$ cat src/rtl/alu_seq_psr_pkg.sv
// alu_seq_psr_pkg: shared opcodes, PSR bit positions and FSM states
package alu_seq_psr_pkg;
  localparam logic [3:0] OP_ADD = 4'b0000;
  localparam logic [3:0] OP_AND = 4'b0001;
  localparam logic [3:0] OP_OR  = 4'b0010;
  localparam logic [3:0] OP_XOR = 4'b0011;
  localparam logic [3:0] OP_SUB = 4'b0100;
  localparam logic [3:0] OP_MOV = 4'b1000;
  localparam logic [3:0] OP_LSH = 4'b1001;
  localparam logic [3:0] OP_LUI = 4'b1010;
  localparam logic [3:0] OP_MUL = 4'b1011;
  localparam int PSR_C = 0;
  localparam int PSR_L = 1;
  localparam int PSR_F = 2;
  localparam int PSR_Z = 3;
  localparam int PSR_N = 4;
  typedef enum logic [1:0] {S_IDLE, S_SHIFT, S_MUL} state_t;
endpackage

$ cat src/rtl/alu_seq_psr_flag_gen.sv
// alu_flag_gen: combinational {N,Z,F,L,C} flag vector from operands and result
module alu_flag_gen #(
  parameter int WIDTH = 16
) (
  input  logic [WIDTH-1:0] dst,
  input  logic [WIDTH-1:0] src,
  input  logic [WIDTH-1:0] result,
  input  logic             cout,
  input  logic             is_add,
  input  logic             is_sub,
  output logic [4:0]       flags
);
  import alu_seq_psr_pkg::*;
  logic ds, ss, rs;
  assign ds = dst[WIDTH-1];
  assign ss = src[WIDTH-1];
  assign rs = result[WIDTH-1];
  always_comb begin
    flags = '0;
    flags[PSR_Z] = result == '0;
    flags[PSR_L] = dst < src;
    flags[PSR_N] = $signed(dst) < $signed(src);
    flags[PSR_C] = (is_add || is_sub) && cout;
    flags[PSR_F] = is_add ? (ds == ss && rs != ds) : is_sub ? (ds != ss && rs == ss) : 1'b0;
  end
endmodule

$ cat src/rtl/alu_seq_psr.sv
// alu_seq_psr: multi-cycle ALU with registered result/PSR, iterative shifter and multiplier
module alu_seq_psr #(
  parameter int WIDTH = 16,
  parameter int SHW   = $clog2(WIDTH) + 1
) (
  input  logic             clk,
  input  logic             reset,
  input  logic             start,
  input  logic [3:0]       alu_op,
  input  logic             flag_we,
  input  logic [WIDTH-1:0] reg_dst,
  input  logic [WIDTH-1:0] reg_src,
  output logic             ready,
  output logic             busy,
  output logic             done,
  output logic [WIDTH-1:0] alu_result,
  output logic [4:0]       psr
);
  import alu_seq_psr_pkg::*;
  localparam logic [SHW-1:0] CNT_W = SHW'(WIDTH);
  state_t state, state_n;
  logic [SHW-1:0] cnt, amt, mag_raw, mag;
  logic [WIDTH-1:0] work, mplr, acc, dst_q, src_q, sc_result, fin_result, step;
  logic [WIDTH:0] sum, diff;
  logic left, fwe_q, accept, last, go_shift, go_mul;
  logic [4:0] flags;
  assign ready = state == S_IDLE;
  assign busy = !ready;
  assign accept = start && ready;
  assign amt = reg_src[SHW-1:0];
  assign mag_raw = amt[SHW-1] ? -amt : amt;
  assign mag = mag_raw > CNT_W ? CNT_W : mag_raw;
  assign go_shift = accept && alu_op == OP_LSH && mag != '0;
  assign go_mul = accept && alu_op == OP_MUL;
  assign last = cnt == SHW'(1);
  assign sum = {1'b0, reg_dst} + {1'b0, reg_src};
  assign diff = {1'b0, reg_dst} - {1'b0, reg_src};
  assign step = (state == S_MUL || left) ? work << 1 : work >> 1;
  // final multiply iteration folds in the last partial product directly
  assign fin_result = state == S_SHIFT ? step : acc + (mplr[0] ? work : '0);
  always_comb begin
    sc_result = reg_dst;
    case (alu_op)
      OP_ADD: sc_result = sum[WIDTH-1:0];
      OP_SUB: sc_result = diff[WIDTH-1:0];
      OP_AND: sc_result = reg_dst & reg_src;
      OP_OR:  sc_result = reg_dst | reg_src;
      OP_XOR: sc_result = reg_dst ^ reg_src;
      OP_MOV: sc_result = reg_src;
      OP_LUI: sc_result = {reg_src[WIDTH/2-1:0], {(WIDTH/2){1'b0}}};
      default: sc_result = reg_dst;
    endcase
  end
  alu_flag_gen #(.WIDTH(WIDTH)) u_flag_gen (
    .dst    (ready ? reg_dst : dst_q),
    .src    (ready ? reg_src : src_q),
    .result (ready ? sc_result : fin_result),
    .cout   (alu_op == OP_SUB ? diff[WIDTH] : sum[WIDTH]),
    .is_add (ready && alu_op == OP_ADD),
    .is_sub (ready && alu_op == OP_SUB),
    .flags  (flags)
  );
  always_ff @(posedge clk) begin
    if (reset) state <= S_IDLE;
    else state <= state_n;
  end
  always_comb begin
    state_n = state;
    if (ready) state_n = go_shift ? S_SHIFT : go_mul ? S_MUL : S_IDLE;
    else if (last) state_n = S_IDLE;
  end
  always_ff @(posedge clk) begin
    if (reset) begin
      cnt <= '0;
      work <= '0;
      mplr <= '0;
      acc <= '0;
      dst_q <= '0;
      src_q <= '0;
      left <= 1'b0;
      fwe_q <= 1'b0;
      done <= 1'b0;
      alu_result <= '0;
      psr <= '0;
    end else begin
      done <= 1'b0;
      if (accept) begin
        dst_q <= reg_dst;
        src_q <= reg_src;
        fwe_q <= flag_we;
        work <= reg_dst;
        mplr <= reg_src;
        acc <= '0;
        left <= !amt[SHW-1];
        cnt <= go_mul ? CNT_W : mag;
        if (!go_shift && !go_mul) begin
          alu_result <= sc_result;
          done <= 1'b1;
          if (flag_we) psr <= flags;
        end
      end else if (busy) begin
        work <= step;
        cnt <= cnt - SHW'(1);
        mplr <= mplr >> 1;
        if (mplr[0]) acc <= acc + work;
        if (last) begin
          alu_result <= fin_result;
          done <= 1'b1;
          if (fwe_q) psr <= flags;
        end
      end
    end
  end
endmodule

$ cat config.mk
export PLATFORM = sky130hd
export DESIGN_NAME = alu_seq_psr
export DESIGN_NICKNAME = d
export VERILOG_FILES = /design/src/rtl/alu_seq_psr_pkg.sv /design/src/rtl/alu_seq_psr_flag_gen.sv /design/src/rtl/alu_seq_psr.sv
export SDC_FILE = /design/constraint.sdc
export NUM_CORES = 1
export LEC_CHECK = 0
export ABC_AREA = 1
export CAP_MARGIN = 15
export CORE_UTILIZATION = 60
export CTS_CLUSTER_SIZE = 14
export DETAILED_ROUTE_END_ITERATION = 8
export PLACE_DENSITY = 0.8
export SLEW_MARGIN = 20
export SYNTH_ARGS = -nofsm -noshare
export SYNTH_HDL_FRONTEND = slang
export SYNTH_SLANG_ARGS = --single-unit
$ cat constraint.sdc
create_clock -name clk -period 3.9 [get_ports clk]
set_input_delay 0.78 -clock clk [delete_from_list [all_inputs] [get_ports clk]]
set_output_delay 0.78 -clock clk [all_outputs]
set_load 0.005 [all_outputs]
==> flow_summary_export.csv, run 1 <==
group,metric,value,unit
run_status,status,"finished clean",
sta,rsz0062_at_grt,"false",
cells_and_area,seqCellArea,2220,µm²
routing,viasPerCell,6.02,
worst_setup_path,reg2reg_setup_slack,0.72,ns
synthesis,yosys_warnings,0,
floorplanning,die_area,17700,µm²
worst_setup_path,cp_data_arrival_time,3.73,ns
sta,timing.fmax,0.288,GHz
sta,hold_violations,0,
clocking,cts_setup_buffers,0,
worst_setup_path,critPathLaunchType,"input pin",
floorplanning,rows,47,
sta,finClkSkew,0.0187,ns
floorplanning,coreArea,16700,µm²
clocking,hold_buffers,0,
synthesis,async_flop_share,0,
synthesis,synth_area,10300,µm²
floorplanning,start_util,0.618,
grt,grt_pass1_wl,57600,µm
flow_run,maxCapViolations,0,
placement,gp_congestion,1.07,
sta,setup_viol,0,
sta,period_needed,3.47,ns
clocking,htreeDepth,3,
min_path,hold_path_class,"reg2reg",
cells_and_area,antenna_cells,0,
clocking,cts_buffer_depth,2,
clocking,cts_buffers,9,
synthesis,ys_seq_area_frac,0.215,
routing,route.vias.total,11800,
sta,tightest_slew,0.741,ns
sta,slew_viol_final,0,
synthesis,synthCells,1672,
clocking,cts.repair.resized,0,
cells_and_area,multi_input_area,6820,µm²
cells_and_area,instances_no_fill,1957,
grt,antenna_found_initial,1,
cells_and_area,nNetsFinal,1875,
routing,drt-initial-drc-count,1517,
cells_and_area,nFillCells,1489,
routing,wl_per_cell,19.1,µm
worst_setup_path,end_kind,"flip-flop",
power,peakVddDrop,316,µV
routing,postRouteAntennaNets,0,
routing,dr.pass1.iters,6,
sta,tns,0,ns
grt,grt_max_degree,64,
clocking,cts_sinks,111,
grt,grt_pass1_vias,10700,
routing,drt-total-wl,37300,µm
synthesis,synth_edf_count,0,
clocking,root_buffer,"clkbuf_16",
worst_setup_path,required,4.16,ns
floorplanning,die_x,133,µm
placement,dp_slack,0.231,ns
clocking,worstSkewPairLatency,0.38,ns
grt,track_usage,0.421,
cells_and_area,areaGrowthSynthToFinish,12.5,%
placement,dpl.hpwl,29600,µm
synthesis,synth_ff_type,"dfxtp_1",
synthesis,synth.distinct_cells,51,
clocking,cts_tree,"done",
placement,portBuffers,63,
worst_setup_path,path_max_fanout,9,
synthesis,avgSynthCellArea,6.17,µm²
floorplanning,ios,64,
routing,drc,0,
placement,dpl.cell_count,1941,
cells_and_area,layout-drive-gt1-share,0.0720,
sta,post-route-period-util,0.889,
grt,gr-total-overflow,0,
cells_and_area,final_cell_mix,"nand2_1, inv_1, nand3_1, nor2_1, dfxtp_1",
power,leakagePower,0.00589,µW
sta,finalWorstSetupSlack,0.431,ns
clocking,clkTransAtPathRegs,0.08,ns
sta,slew_headroom,0.505,
power,power.density,284,nW/µm²
synthesis,synth_nets,1815,
synthesis,ys_seq_elements,111,
cells_and_area,final_common_cell,"nand2_1",
floorplanning,die_height,133,µm
worst_setup_path,worst-setup-path-type,"in2reg",
[cell type report]
cell class,instances,area share
Timing Repair Buffer,111,0.0870
Sequential cell,111,0.191
Multi-Input combinational cell,1243,0.587
Clock buffer,9,0.0194
Tap cell,220,0.0237
Inverter,256,0.0827
Clock inverter,7,0.00851
[flip-flops by register name, indices dropped and copies added (netlist names)]
signal,count
acc,16
left,1
fwe_q,1
alu_result,16
work,16
state,2
src_q,16
cnt,5
psr,5
mplr,16
dst_q,16
done,1
[per-layer routing]
layer,GRT usage,up-vias,part of all wire
met3,0.0959,105,0.13
met2,0.631,744,0.41
met5,0,-,0.00062
li1,-,5592,-
met1,0.576,5330,0.42
met4,0.186,2,0.040
[report_power, final]
group / total [µW] / internal [µW] / switching [µW]
registers: 1260 / 1200 / 53.5
logic: 1050 / 366 / 685
clock network: 987 / 470 / 517
[critical path: stages]
cell	delay, ns
clkdlybuf4s50_1	0.66
inv_2	0.10
ha_1	0.51
inv_2	0.11
a21oi_1	0.18
nand2_1	0.11
nand2_1	0.12
nand2_1	0.14
nand2_1	0.11
nand3_1	0.09
nand3_1	0.11
nand4_1	0.22
nand2_1	0.13
o211ai_1	0.16
o211ai_1	0.13
inv_1	0.06
[kinds of logic (layout without fill, tap and decap cells)]
kind of cell	Yosys count	count (layout)	synth area share
compound gates	320	320	0.182
fa+ha+maj	103	103	0.128
simple gates	797	797	0.331
mux	6	6	0.00582
buf+inv	318	383	0.124
xor+xnor	17	17	0.0144
flops	111	111	0.215
[metrics by stage]
stage | hold slack [ns] | utilization | cell area (µm²) | power (µW)
floorplan | 0.414 | - | 10300 | 1910
global placement | 0.437 | 0.676 | 11300 | 2270
detailed placement | 0.438 | 0.676 | 11300 | 2280
CTS | 0.458 | 0.695 | 11600 | 3260
global route | 0.481 | 0.695 | 11600 | 3420
finish | 0.461 | 0.695 | 11600 | 3290
[worst paths after layout]
kind / start / end / cells past startpoint
worst max-delay path: reg_src[2] / alu_result[11] / 16
worst min-delay path: src_q[15] / src_q[15] / 2
worst max register to register: state[1] / psr[4] / 14
worst min register to register: src_q[15] / src_q[15] / 2
[synth_stat cells, types with 8 or more instances]
library cell    n  share of area
o211ai_1       19          0.014
clkbuf_1       27         0.0098
inv_2          15         0.0055
a21oi_1        96          0.047
xor2_1         13          0.011
or2_2          11         0.0067
ha_1           99           0.12
inv_1         240          0.087
nor3_1         15         0.0073
o21ai_1        12         0.0058
nand3_1       133          0.065
dfxtp_1       111           0.22
nand4_1        21          0.013
nand3b_1        8         0.0058
nor2_1        126          0.046
a31oi_1        23          0.014
o21ai_0        91          0.044
nand2_1       454           0.17
o22ai_1        29          0.018
o221ai_1       13          0.011
buf_2          18         0.0087
No activity file was read; power rests on OpenSTA's default activity.
==> inputs of run 2 (changes only) <==
--- a/config.mk
+++ b/config.mk
@@ -6,7 +6,7 @@
 export NUM_CORES = 1
 export LEC_CHECK = 0
 export ABC_AREA = 1
-export CAP_MARGIN = 15
+export CAP_MARGIN = 20
 export CORE_UTILIZATION = 60
 export CTS_CLUSTER_SIZE = 14
 export DETAILED_ROUTE_END_ITERATION = 8
==> results of run 2 <==
The final DEF is identical to that of run 1; final timing and power are the same.
==> RTL change 1, RTL diff (flow settings as in run 2) <==
Re-encode `state_t` (3 states) as one-hot, 3 bits wide.
--- a/src/rtl/alu_seq_psr_pkg.sv
+++ b/src/rtl/alu_seq_psr_pkg.sv
@@ -14,6 +14,6 @@
   localparam int PSR_F = 2;
   localparam int PSR_Z = 3;
   localparam int PSR_N = 4;
-  typedef enum logic [1:0] {S_IDLE, S_SHIFT, S_MUL} state_t;
+  typedef enum logic [2:0] {S_IDLE = 3'b001, S_SHIFT = 3'b010, S_MUL = 3'b100} state_t;
 endpackage
 
Check against the original RTL: same outputs for any inputs over 4 cycles, from zero or initial values and one cycle with reset high; so few cycles prove little.
==> RTL change 1 against run 2 <==
Sequential share of layout area rose by 0.14 points; combinational power is 6% higher; sequential cell count up 1; total power increased by 0.55%; design area rose by 0.17%; count of clock-buffer cells in the layout is 2 higher; first-iteration DRC count is 10% lower; clock skew shrank 0.012 ns; wire length is 3.1% lower; via count rose by 2.2%; area after synthesis is 1.5% higher; setup slack better by 0.045 ns; largest cell class unchanged.
==> RTL change 1: results (changes against run 2) <==
* Outcome: finished clean
* Filler instances at 1541 (+3.5%)
* CP max stage delay at 0.52 ns (-0.14 ns)
* Worst-Skew Late Latency at 0.35 ns (-0.03 ns)
* Critical-path top delay cell: clkdlybuf4s50_1
* Root buf cell: clkbuf_16
* Share of layout cells above drive strength 1 at 5.549% (-1.6 points)
* Synth Area in Compound Gates at 16.41% (-1.8 points)
* Synth Area in XOR/XNOR at 1.338% (-0.10 points)
* Initial DRT Pass Iterations at 6 (unchanged)
* Setup Buffers After CTS at 0 (unchanged)
* Primary FF master, synth: dfxtp_1
* Mapped Cells at 1735 (+3.8%)
* Worst Reg-to-Reg Cells at 18 (+4)
* Worst path arrival time at 3.67 ns (-0.06 ns)
* Vias in the first global route at 10.83k (+0.78%)
* Flop-to-flop setup slack at 0.62 ns (-0.10 ns)
* Mux contribution to synthesized area at 0.6692% (+0.087 points)
* DRT iter0 DRCs at 1362 (-10%)
* Nets at 1924 (+2.6%)
* Number of port buffers at 63 (unchanged)
* Synth top cells by count: 510 x nand2_1, 246 x inv_1, 155 x nand3_1
* CP Launch Point: reg_src[1]
* Synth async-reset ratio at 0% (unchanged)
* Peak fanout along the critical path at 29 (+20)
* Final non-filler cell total at 2004 (+2.4%)
* Routed length per instance at 18.07 um (-5.3%)
* Vias per cell at 6.005 (-0.18%)
* CTS Buffer Depth at 2 (unchanged)
* GPL Wtd Cong at 0.9797 (-8.8%)
* Sequential area share after synthesis at 21.41% (-0.12 points)
* Initial antenna violation count at 0 (-1)
* Adder-cell area share of the yosys netlist at 12.60% (-0.18 points)
* Synth warnings at 0 (unchanged)
* Pin count of the biggest net entering global routing at 54 (-16%)
* VDD IR-drop max at 0.0002702 V (-15%)
* Slew @ Worst Pin at 0.7310 ns (-0.01003 ns)
* Hold Crit Depth at 2 (unchanged)
* Final Skew at 0.006356 ns (-0.01232 ns)
* Clock-pin slew on the worst setup and hold paths at 0.07 ns
* Post-synth cell types at 49 (-3.9%)
* ANT cells at 0 (unchanged)
* Pleak at 5.962 nW (+1.2%)
* Min-delay src: dst_q[10]
* CTS buffer count at 9 (unchanged)
* Reg-to-Reg Start: mplr[0]
* Top cells by area, synth: dfxtp_1 21%, nand2_1 18%, ha_1 12%, inv_1 8.8%, nand3_1 7.4%
* DP HPWL at 27660 um (-6.6%)
* Hold Path Sink: dst_q[10]
* First-pass GRT wire length at 56430 um (-2.1%)
* End of the worst register-to-register path: psr[3]
* Worst hold path class: reg -> reg
* Post-CTS Resized at 0 (unchanged)
* GRT Util Overall at 40.18% (-2.0 points)
* Placed instance area at 11360 sq um (+0.59%)
-- RTL change 1: critical path: cells and delay by family --
family,cells,cell delay (ns)
AOI/OAI and AO/OA,1,0.16
adders and majority gates,1,0.33
buffers and inverters,4,1.37
and+or+nand+nor,7,1.02
-- RTL change 1: stage by stage --
| stage | hold WS, ns | power [mW] | utilization, % | worst slack, ns |
|---|---|---|---|---|
| floorplan | 0.4422 | 1.996 | - | 1.313 |
| global placement | 0.4516 | 2.351 | 67.44 | 0.2467 |
| detailed placement | 0.4527 | 2.371 | 67.53 | 0.2220 |
| CTS | 0.4637 | 3.269 | 69.18 | 0.5850 |
| global route | 0.4815 | 3.460 | 69.18 | 0.1843 |
| finish | 0.4661 | 3.311 | 69.18 | 0.4757 |
-- RTL change 1: worst max-delay path by stage --
stage | endpoint | depth (start not counted)
after floorplan | psr[2] | 20
after global placement | psr[3] | 19
after detailed placement | alu_result[4] | 13
after CTS | alu_result[13] | 13
after global routing | psr[3] | 18
final | alu_result[4] | 13
-- RTL change 1: per-layer routing --
metal | global-route usage (%) | up-vias | wire (um)
met5 | 0 | - | 0
met4 | 16.98 | 0 | 1509
li1 | - | 5729 | -
met1 | 53.11 | 5436 | 14850
met2 | 63.62 | 743 | 15940
met3 | 8.012 | 126 | 3906
-- RTL change 1: final cells by class --
class	instances	share of cell area, %
Sequential cell	112	19.27
Inverter	262	8.453
Clock buffer	11	2.000
Multi-Input combinational cell	1295	59.63
Timing Repair Buffer	101	7.893
Tap cell	220	2.366
Clock inverter	3	0.3871
-- RTL change 1: power breakdown --
part	internal (mW)	switching, mW
clock	0.493	0.431
sequential	1.22	0.0611
combinational	0.387	0.718
==> RTL change 2, RTL diff (config.mk and constraints of run 2) <==
Without the edit above. `WIDTH` is set to 16 in 2 places; all go to 8.
--- a/src/rtl/alu_seq_psr_flag_gen.sv
+++ b/src/rtl/alu_seq_psr_flag_gen.sv
@@ -1,6 +1,6 @@
 // alu_flag_gen: combinational {N,Z,F,L,C} flag vector from operands and result
 module alu_flag_gen #(
-  parameter int WIDTH = 16
+  parameter int WIDTH = 8
 ) (
   input  logic [WIDTH-1:0] dst,
   input  logic [WIDTH-1:0] src,
--- a/src/rtl/alu_seq_psr.sv
+++ b/src/rtl/alu_seq_psr.sv
@@ -1,6 +1,6 @@
 // alu_seq_psr: multi-cycle ALU with registered result/PSR, iterative shifter and multiplier
 module alu_seq_psr #(
-  parameter int WIDTH = 16,
+  parameter int WIDTH = 8,
   parameter int SHW   = $clog2(WIDTH) + 1
 ) (
   input  logic             clk,
Interface: changed (resized alu_result, reg_dst and reg_src); port bits go from 64 to 40. The function was not compared with the original's and may differ.
==> RTL change 2 against run 2 <==
Count of clock-buffer cells in the layout unchanged; wire length fell by 58%; sequential cell count shrank 49; sequential power down 44%; setup slack better by 0.28 ns; design area down 51%; area after synthesis fell by 51%; total power fell by 47%; critical path type unchanged.
==> RTL change 2: results (changes against run 2) <==
* Outcome: finished clean
* Vias at 5516 (-53%)
* DRT iter0 DRCs at 583 (-62%)
* Wl on met1 at 6770 um (-57%)
* Placed Instances at 914 (-53%)
* DR top layer: met4
* GPL Wtd Cong at 0.9976 (-7.1%)
* GRT Util Overall at 36.16% (-6.0 points)
* DP HPWL at 11970 um (-60%)
* Metal2 WL at 6892 um (-55%)
* Share of layout cells above drive strength 1 at 6.909% (-0.29 points)
* Vias in the first global route at 4893 (-54%)
* Root buf cell: clkbuf_8
* Met3 routed WL at 1408 um (-70%)
* Worst hold margin at 0.4648 ns (+0.004195 ns)
* Filler instances at 716 (-52%)
* Pleak at 2.781 nW (-53%)
* Worst path arrival time at 3.44 ns (-0.29 ns)
* Average size of a mapped cell at 6.465 sq um (+4.7%)
* First-pass GRT wire length at 24500 um (-57%)
* Top cells by area, synth: dfxtp_1 24%, nand2_1 15%, ha_1 12%, inv_1 8.0%, o21ai_0 6.1%
* Initial antenna violation count at 0 (-1)
* Peak fanout along the critical path at 6 (-3)
* Slew @ Worst Pin at 0.9562 ns (+0.2152 ns)
* WL final at 15600 um (-58%)
* Final Skew at 0.01874 ns (+0.00006760 ns)
* Comb group at 476 uW (-55%)
* Vias per cell at 5.931 (-1.4%)
==> RTL change 2: worst max path at each step <==
stage,startpoint,to,slack [ns],depth (start not counted)
CTS,reg_src[2],psr[2],0.74,18
finish,reg_dst[2],psr[2],0.71,18
global route,reg_src[2],psr[2],0.44,18
detailed placement,reg_src[2],psr[2],0.39,18
floorplan,reg_src[2],psr[2],1.44,18
global placement,reg_dst[2],psr[2],0.38,18
==> RTL change 2: area by class of cell <==
| class | instances | area [sq um] | area share [%] |
|---|---|---|---|
| Clock inverter | 7 | 56.30 | 0.9849 |
| Sequential cell | 62 | 1241 | 21.71 |
| Clock buffer | 9 | 123.9 | 2.167 |
| Tap cell | 105 | 131.4 | 2.298 |
| Multi-Input combinational cell | 586 | 3291 | 57.56 |
| Inverter | 116 | 437.9 | 7.660 |
| Timing Repair Buffer | 45 | 435.4 | 7.617 |
==> RTL change 2: cell families (layout without fill, tap and decap cells) <==
kind of cell | count (synthesis) | in the layout | synth area share, %
multiplexers | 1 | 1 | 0.1960
XOR/XNOR | 12 | 12 | 2.058
buffers and inverters | 142 | 177 | 11.32
flip-flops | 62 | 62 | 24.30
AND/OR/NAND/NOR | 365 | 365 | 30.94
adder cells (fa/ha/maj) | 52 | 52 | 13.33
AO/OA/AOI/OAI | 156 | 156 | 17.86
==> RTL change 2: worst max-delay path, stage by stage <==
cell and delay, ns:
clkdlybuf4s50_1 0.64, inv_1 0.08, ha_1 0.42, inv_1 0.16, a21oi_1 0.19, nand2_1 0.13, nand2_1 0.13, nand2_1 0.06
nand2_1 0.06, nand3_1 0.06, nand3_1 0.14, nand3_2 0.11, nand2_2 0.12, nand2_1 0.07, nand3_1 0.08, nand3_1 0.09
nand2_1 0.08, inv_1 0.03
